`src/rtl/jt49_pkg.sv`:
```
// Shared definitions for the AY-3-8910 BDIR/BC1 bus master: FSM states and bus codes.
// Build option JT49_BUSMST_READ_EN adds the read bit to each queued request.
package jt49_pkg;

  typedef enum logic [2:0] {IDLE, ADDR, GAP1, WR, RD, GAP2} state_t;

  localparam logic [1:0] BUS_INACT = 2'b00;
  localparam logic [1:0] BUS_READ  = 2'b01;
  localparam logic [1:0] BUS_WRITE = 2'b10;
  localparam logic [1:0] BUS_LATCH = 2'b11;

`ifdef JT49_BUSMST_READ_EN
  localparam int unsigned REQ_W = 17;
`else
  localparam int unsigned REQ_W = 16;
`endif

endpackage

```
`src/rtl/jt49_bus_master_fifo.sv`:
```
// Synchronous request FIFO; full/empty derive from a registered occupancy count.
module jt49_bus_master_fifo #(
  parameter int unsigned FIFO_AW = 2,
  parameter int unsigned DW      = 17
) (
  input  logic          clk,
  input  logic          rst,
  input  logic          push,
  input  logic          pop,
  input  logic [DW-1:0] din,
  output logic [DW-1:0] dout,
  output logic          full,
  output logic          empty
);

  localparam int unsigned DEPTH = 1 << FIFO_AW;

  logic [DW-1:0]      mem [DEPTH];
  logic [FIFO_AW-1:0] wr_ptr, rd_ptr;
  logic [FIFO_AW:0]   count;
  logic               do_push, do_pop;

  assign full    = (count == (FIFO_AW+1)'(DEPTH));
  assign empty   = (count == '0);
  assign do_push = push & ~full;
  assign do_pop  = pop & ~empty;
  assign dout    = mem[rd_ptr];

  always_ff @(posedge clk) begin
    if (do_push) mem[wr_ptr] <= din;
  end

  always_ff @(posedge clk) begin
    if (rst) begin
      wr_ptr <= '0;
      rd_ptr <= '0;
      count  <= '0;
    end else begin
      if (do_push) wr_ptr <= wr_ptr + 1'b1;
      if (do_pop)  rd_ptr <= rd_ptr + 1'b1;
      case ({do_push, do_pop})
        2'b10:   count <= count + 1'b1;
        2'b01:   count <= count - 1'b1;
        default: count <= count;
      endcase
    end
  end

endmodule

```
`src/rtl/jt49_bus_master.sv`:
```
// CPU-side BDIR/BC1 initiator for AY-3-8910 style PSGs: queued writes (and reads when
// JT49_BUSMST_READ_EN is defined) sequenced as latch, gap, data phase, gap.
module jt49_bus_master
  import jt49_pkg::*;
#(
  parameter int unsigned PHASE_CYC = 2,
  parameter int unsigned FIFO_AW   = 2
) (
  input  logic       clk,
  input  logic       rst,
  input  logic       cen,
  input  logic       req_valid,
  output logic       req_ready,
  input  logic       req_rd,
  input  logic [7:0] req_addr,
  input  logic [7:0] req_data,
  output logic       rsp_valid,
  output logic [7:0] rsp_data,
  output logic       busy,
  output logic       bdir,
  output logic       bc1,
  output logic [7:0] bus_dout,
  output logic       bus_oe,
  input  logic [7:0] bus_din
);

  state_t           state;
  logic [3:0]       pc;
  logic             pc_last;
  logic             full, empty, push, pop;
  logic [REQ_W-1:0] fifo_din, fifo_dout;
  logic [7:0]       cur_data;

  assign req_ready = ~full & ~rst;
  assign push      = req_valid & req_ready;
  assign pop       = (state == IDLE) & cen & ~empty;
  assign pc_last   = (pc == 4'(PHASE_CYC - 1));
  assign busy      = ~empty | (state != IDLE);

`ifdef JT49_BUSMST_READ_EN
  logic cur_rd;
  assign fifo_din = {req_rd, req_addr, req_data};
`else
  logic unused_inputs;
  assign fifo_din      = {req_addr, req_data};
  assign unused_inputs = ^{req_rd, bus_din};
  assign rsp_valid     = 1'b0;
  assign rsp_data      = '0;
`endif

  jt49_bus_master_fifo #(
    .FIFO_AW (FIFO_AW),
    .DW      (REQ_W)
  ) u_fifo (
    .clk   (clk),
    .rst   (rst),
    .push  (push),
    .pop   (pop),
    .din   (fifo_din),
    .dout  (fifo_dout),
    .full  (full),
    .empty (empty)
  );

  // Outputs are loaded on the transition into each state, so they are valid for the whole phase.
  always_ff @(posedge clk) begin
    if (rst) begin
      state       <= IDLE;
      pc          <= '0;
      {bdir, bc1} <= BUS_INACT;
      bus_dout    <= '0;
      bus_oe      <= 1'b0;
      cur_data    <= '0;
`ifdef JT49_BUSMST_READ_EN
      cur_rd      <= 1'b0;
`endif
    end else if (cen) begin
      if (state == IDLE) begin
        if (!empty) begin
          state       <= ADDR;
          pc          <= '0;
          {bdir, bc1} <= BUS_LATCH;
          bus_oe      <= 1'b1;
          bus_dout    <= fifo_dout[15:8];
          cur_data    <= fifo_dout[7:0];
`ifdef JT49_BUSMST_READ_EN
          cur_rd      <= fifo_dout[16];
`endif
        end
      end else if (!pc_last) begin
        pc <= pc + 4'd1;
      end else begin
        pc <= '0;
        case (state)
          ADDR: begin
            state       <= GAP1;
            {bdir, bc1} <= BUS_INACT;
          end
          GAP1: begin
`ifdef JT49_BUSMST_READ_EN
            if (cur_rd) begin
              state       <= RD;
              {bdir, bc1} <= BUS_READ;
              bus_oe      <= 1'b0;
            end else begin
              state       <= WR;
              {bdir, bc1} <= BUS_WRITE;
              bus_dout    <= cur_data;
            end
`else
            state       <= WR;
            {bdir, bc1} <= BUS_WRITE;
            bus_dout    <= cur_data;
`endif
          end
          WR, RD: begin
            state       <= GAP2;
            {bdir, bc1} <= BUS_INACT;
            bus_oe      <= 1'b0;
          end
          default: begin
            state       <= IDLE;
            {bdir, bc1} <= BUS_INACT;
            bus_oe      <= 1'b0;
          end
        endcase
      end
    end
  end

`ifdef JT49_BUSMST_READ_EN
  always_ff @(posedge clk) begin
    if (rst) begin
      rsp_valid <= 1'b0;
      rsp_data  <= '0;
    end else begin
      rsp_valid <= 1'b0;
      if (cen && state == RD && pc_last) begin
        rsp_valid <= 1'b1;
        rsp_data  <= bus_din;
      end
    end
  end
`endif

endmodule

```
`config.mk`:
```
export PLATFORM = sky130hd
export DESIGN_NAME = jt49_bus_master
export DESIGN_NICKNAME = d
export VERILOG_FILES = /design/src/rtl/jt49_pkg.sv /design/src/rtl/jt49_bus_master_fifo.sv /design/src/rtl/jt49_bus_master.sv
export SDC_FILE = /design/constraint.sdc
export NUM_CORES = 1
export LEC_CHECK = 0
export ABC_AREA = 0
export CORE_MARGIN = 2
export CORE_UTILIZATION = 30
export DETAILED_ROUTE_END_ITERATION = 8
export DONT_BUFFER_PORTS = 1
export GPL_TIMING_DRIVEN = 0
export SETUP_SLACK_MARGIN = 0.5
export SYNTH_ARGS = -nofsm -noshare
export SYNTH_HDL_FRONTEND = slang
export SYNTH_SLANG_ARGS = --single-unit
```
`constraint.sdc`:
```
create_clock -name clk -period 3 [get_ports clk]
set_input_delay 0.3 -clock clk [delete_from_list [all_inputs] [get_ports clk]]
set_output_delay 0.3 -clock clk [all_outputs]
set_load 0.02 [all_outputs]
```
==> reports/metrics.yaml <==
outcome:
  status: "complete, no violations"
placed_design:
  hpwl_um: 5202
  port_buffers: 0
  place_inst: 462
  pre_cts_ws_ns: 0.3765
  post_dp_cell_area_um2: 4337
  place_congestion: 0.6969
route:
  num_vias: 2200
  routed_wl_um: 7599
  firstDrtPassIters: 4
  vias_per_cell: 4.593
  route.detailed.drc: 0
  avgRoutedWirePerCell_um: 15.86
  drtIter0Drc: 92
  ant_nets: 0
power_and_ir_drop:
  vdd_drop_max_v: 0.0005589
  p_per_area_nw_per_um2: 901.4
  power_mw: 4.196
  p_leak_nw: 1.574
cts:
  cts_tree: "built"
  numClockSinks: 99
  path_clk_slew_ns: 0.07
  clockBufferDepth: 2
  cts-root-buf: "clkbuf_16"
  cts_buffers: 9
  hold_buffers: 0
  clk_latency_ns: 0.34
  cts_htree_levels: 3
job:
  cap_violations: 0
sta:
  hold_slack_ns: 0.05358
  rsz0062_at_grt: "false"
  hold_viol: 0
  slew_headroom_pct: 59.41
  setup_tns_ns: 0
  slew_violations: 0
  finalSetupViolCount: 0
  period_minus_slack_ns: 2.275
  worst_pin_slew_ns: 0.6053
  period_share_pct: 75.83
  fin_ws_ns: 0.7250
  fmax_mhz: 439.6
  worst_clock_skew_ns: 0.007324
layout:
  fin_area_um2: 4654
  syn_to_final_growth_pct: 13.90
  fin_cells: 479
  n_antenna_cell: 0
  final_core_util_pct: 35.01
  finalNetCount: 335
  fillers: 1263
  drive_above_1_share_pct: 22.77
global_routing:
  grt_usage_pct: 11.16
  grt_pass1_vias: 2280
  grt_max_degree: 18
  antenna_found_initial: 0
  grt.overflow.total: 0
  grt_pass1_wl_um: 12090
setup_path:
  cp.arrival_ns: 2.54
  critPathKind: "flip-flop to flip-flop"
  critPathLaunchType: "flip-flop"
  critical_path_required_ns: 3.27
  cp-end-kind: "flip-flop"
  crit_fanout: 10
yosys:
  synth_ff_type: "edfxtp_1"
  synthCells: 278
  synth-edff-count: 64
  ys_seq_area_share_pct: 64.18
  yosysWarnings: 0
  ys_ff_latch: 99
  syn_area_um2: 4086
  synth.distinct_cells: 49
  async_flop_share_pct: 0
  avgSynthCellArea_um2: 14.70
floorplan:
  die_w_um: 120.7
  boundaryPins: 51
  rows: 42
  fp.dieH_um: 120.7
  core_area_um2: 13300
  die-area_um2: 14570
  start_util_pct: 30.74
hold_path:
  hold_path_class: "input pin to flip-flop"
## layer usage
| metal | up-vias | share of wire (%) | GRT usage [%] |
|---|---|---|---|
| met5 | - | 0 | 0 |
| met4 | 0 | 0.97 | 3.052 |
| met3 | 5 | 7.1 | 5.000 |
| met2 | 46 | 51 | 19.53 |
| met1 | 1083 | 41 | 12.26 |
| li1 | 1066 | - | - |
## Yosys cell counts, types with 7 or more instances
cell type  number  area, µm²
buf_4          11      82.58
mux4_2         16      360.4
nand2_1        21      78.83
edfxtp_1       64       1922
o21ai_0         7      35.03
dfxtp_1        35      700.7
a21oi_1        26      130.1
inv_1           8      30.03
mux2i_1         8      80.08
a311oi_1        7      61.31
nor2_1         12      45.04
ha_1            7      87.58
## flip-flops by register name (all words and copies together) (netlist names), 2 cells and up, named ones only
name	flops
bus_dout	8
cur_data	8
pc	4
state	3
u_fifo.count	3
u_fifo.mem	64
u_fifo.rd_ptr	2
u_fifo.wr_ptr	2
## timing repair
action,4_1_cts,5_1_grt
resized for setup,1,4
setup buffers,1,0
endpoints found under the hold margin,0,0
setup endpoints to repair,17,50
pin swaps,1,0
## layout by cell type, fill, tap and decap left out, types with 3 or more instances in the layout
master,n
buf_4,12
clkbuf_16,9
buf_6,4
a311oi_1,7
nor2_1,12
dfxtp_1,35
a21oi_1,26
mux2i_1,8
ha_1,7
mux4_2,16
nand2_1,21
xnor2_1,3
xor2_1,3
clkbuf_1,4
o21ai_0,7
nand3_1,3
edfxtp_1,64
conb_1,9
and2_2,4
inv_1,8
## worst paths after layout
path	slack, ns	depth (start not counted)	start	end
hold reg to reg	0.46	2	cur_data[5]$_SDFFE_PP0P_	cur_data[5]$_SDFFE_PP0P_
setup / recovery	0.73	10	state[0]$_SDFFE_PP0P_	u_fifo.count[2]$_SDFFE_PP0P_
hold / removal	0.05	0	req_addr[3]	u_fifo.mem[1][11]$_DFFE_PP_
setup reg to reg	0.73	10	state[0]$_SDFFE_PP0P_	u_fifo.count[2]$_SDFFE_PP0P_
## critical path: stages (launching register included)
cell     delay [ns]
dfxtp_1        0.31
buf_6          0.13
nor3_4         0.20
nand3_1        0.13
inv_2          0.18
ha_1           0.21
inv_1          0.06
fa_1           0.37
xor2_1         0.17
or3_1          0.31
a21oi_1        0.13
## report_power, final
group          switching (mW)  leakage [nW]  total [mW]  internal, mW
clock                   0.490         0.145        1.15         0.657
sequential              0.202         0.866        1.83          1.63
combinational           0.698         0.562        1.22         0.521
total                    1.39          1.57        4.20          2.80
## cell families (layout without fill, tap and decap cells)
| group | after synthesis | count (layout) | synth area share (%) |
|---|---|---|---|
| other | 1 | 9 | 0.09177 |
| adders and majority gates | 8 | 8 | 2.633 |
| xor gates and xnor gates | 6 | 6 | 1.286 |
| DFF | 99 | 99 | 64.18 |
| muxes | 24 | 24 | 10.78 |
| buffers and inverters | 32 | 49 | 5.144 |
| and+or+nand+nor | 57 | 57 | 7.441 |
| AOI/OAI and AO/OA | 51 | 51 | 8.451 |
## area by class of cell
cell class              count  area [µm²]  share of cell area, %
multi-input cells         155        1294                  27.80
repair buffers              1       7.507                 0.1613
clock buffers              10       229.0                  4.919
flip-flops and latches     99        2623                  56.34
clock inverters             6       71.32                  1.532
well taps                 176       220.2                  4.731
plain buffers              23       176.4                  3.790
inverters                   9       33.78                 0.7258
(Power assumes the default switching activity.)
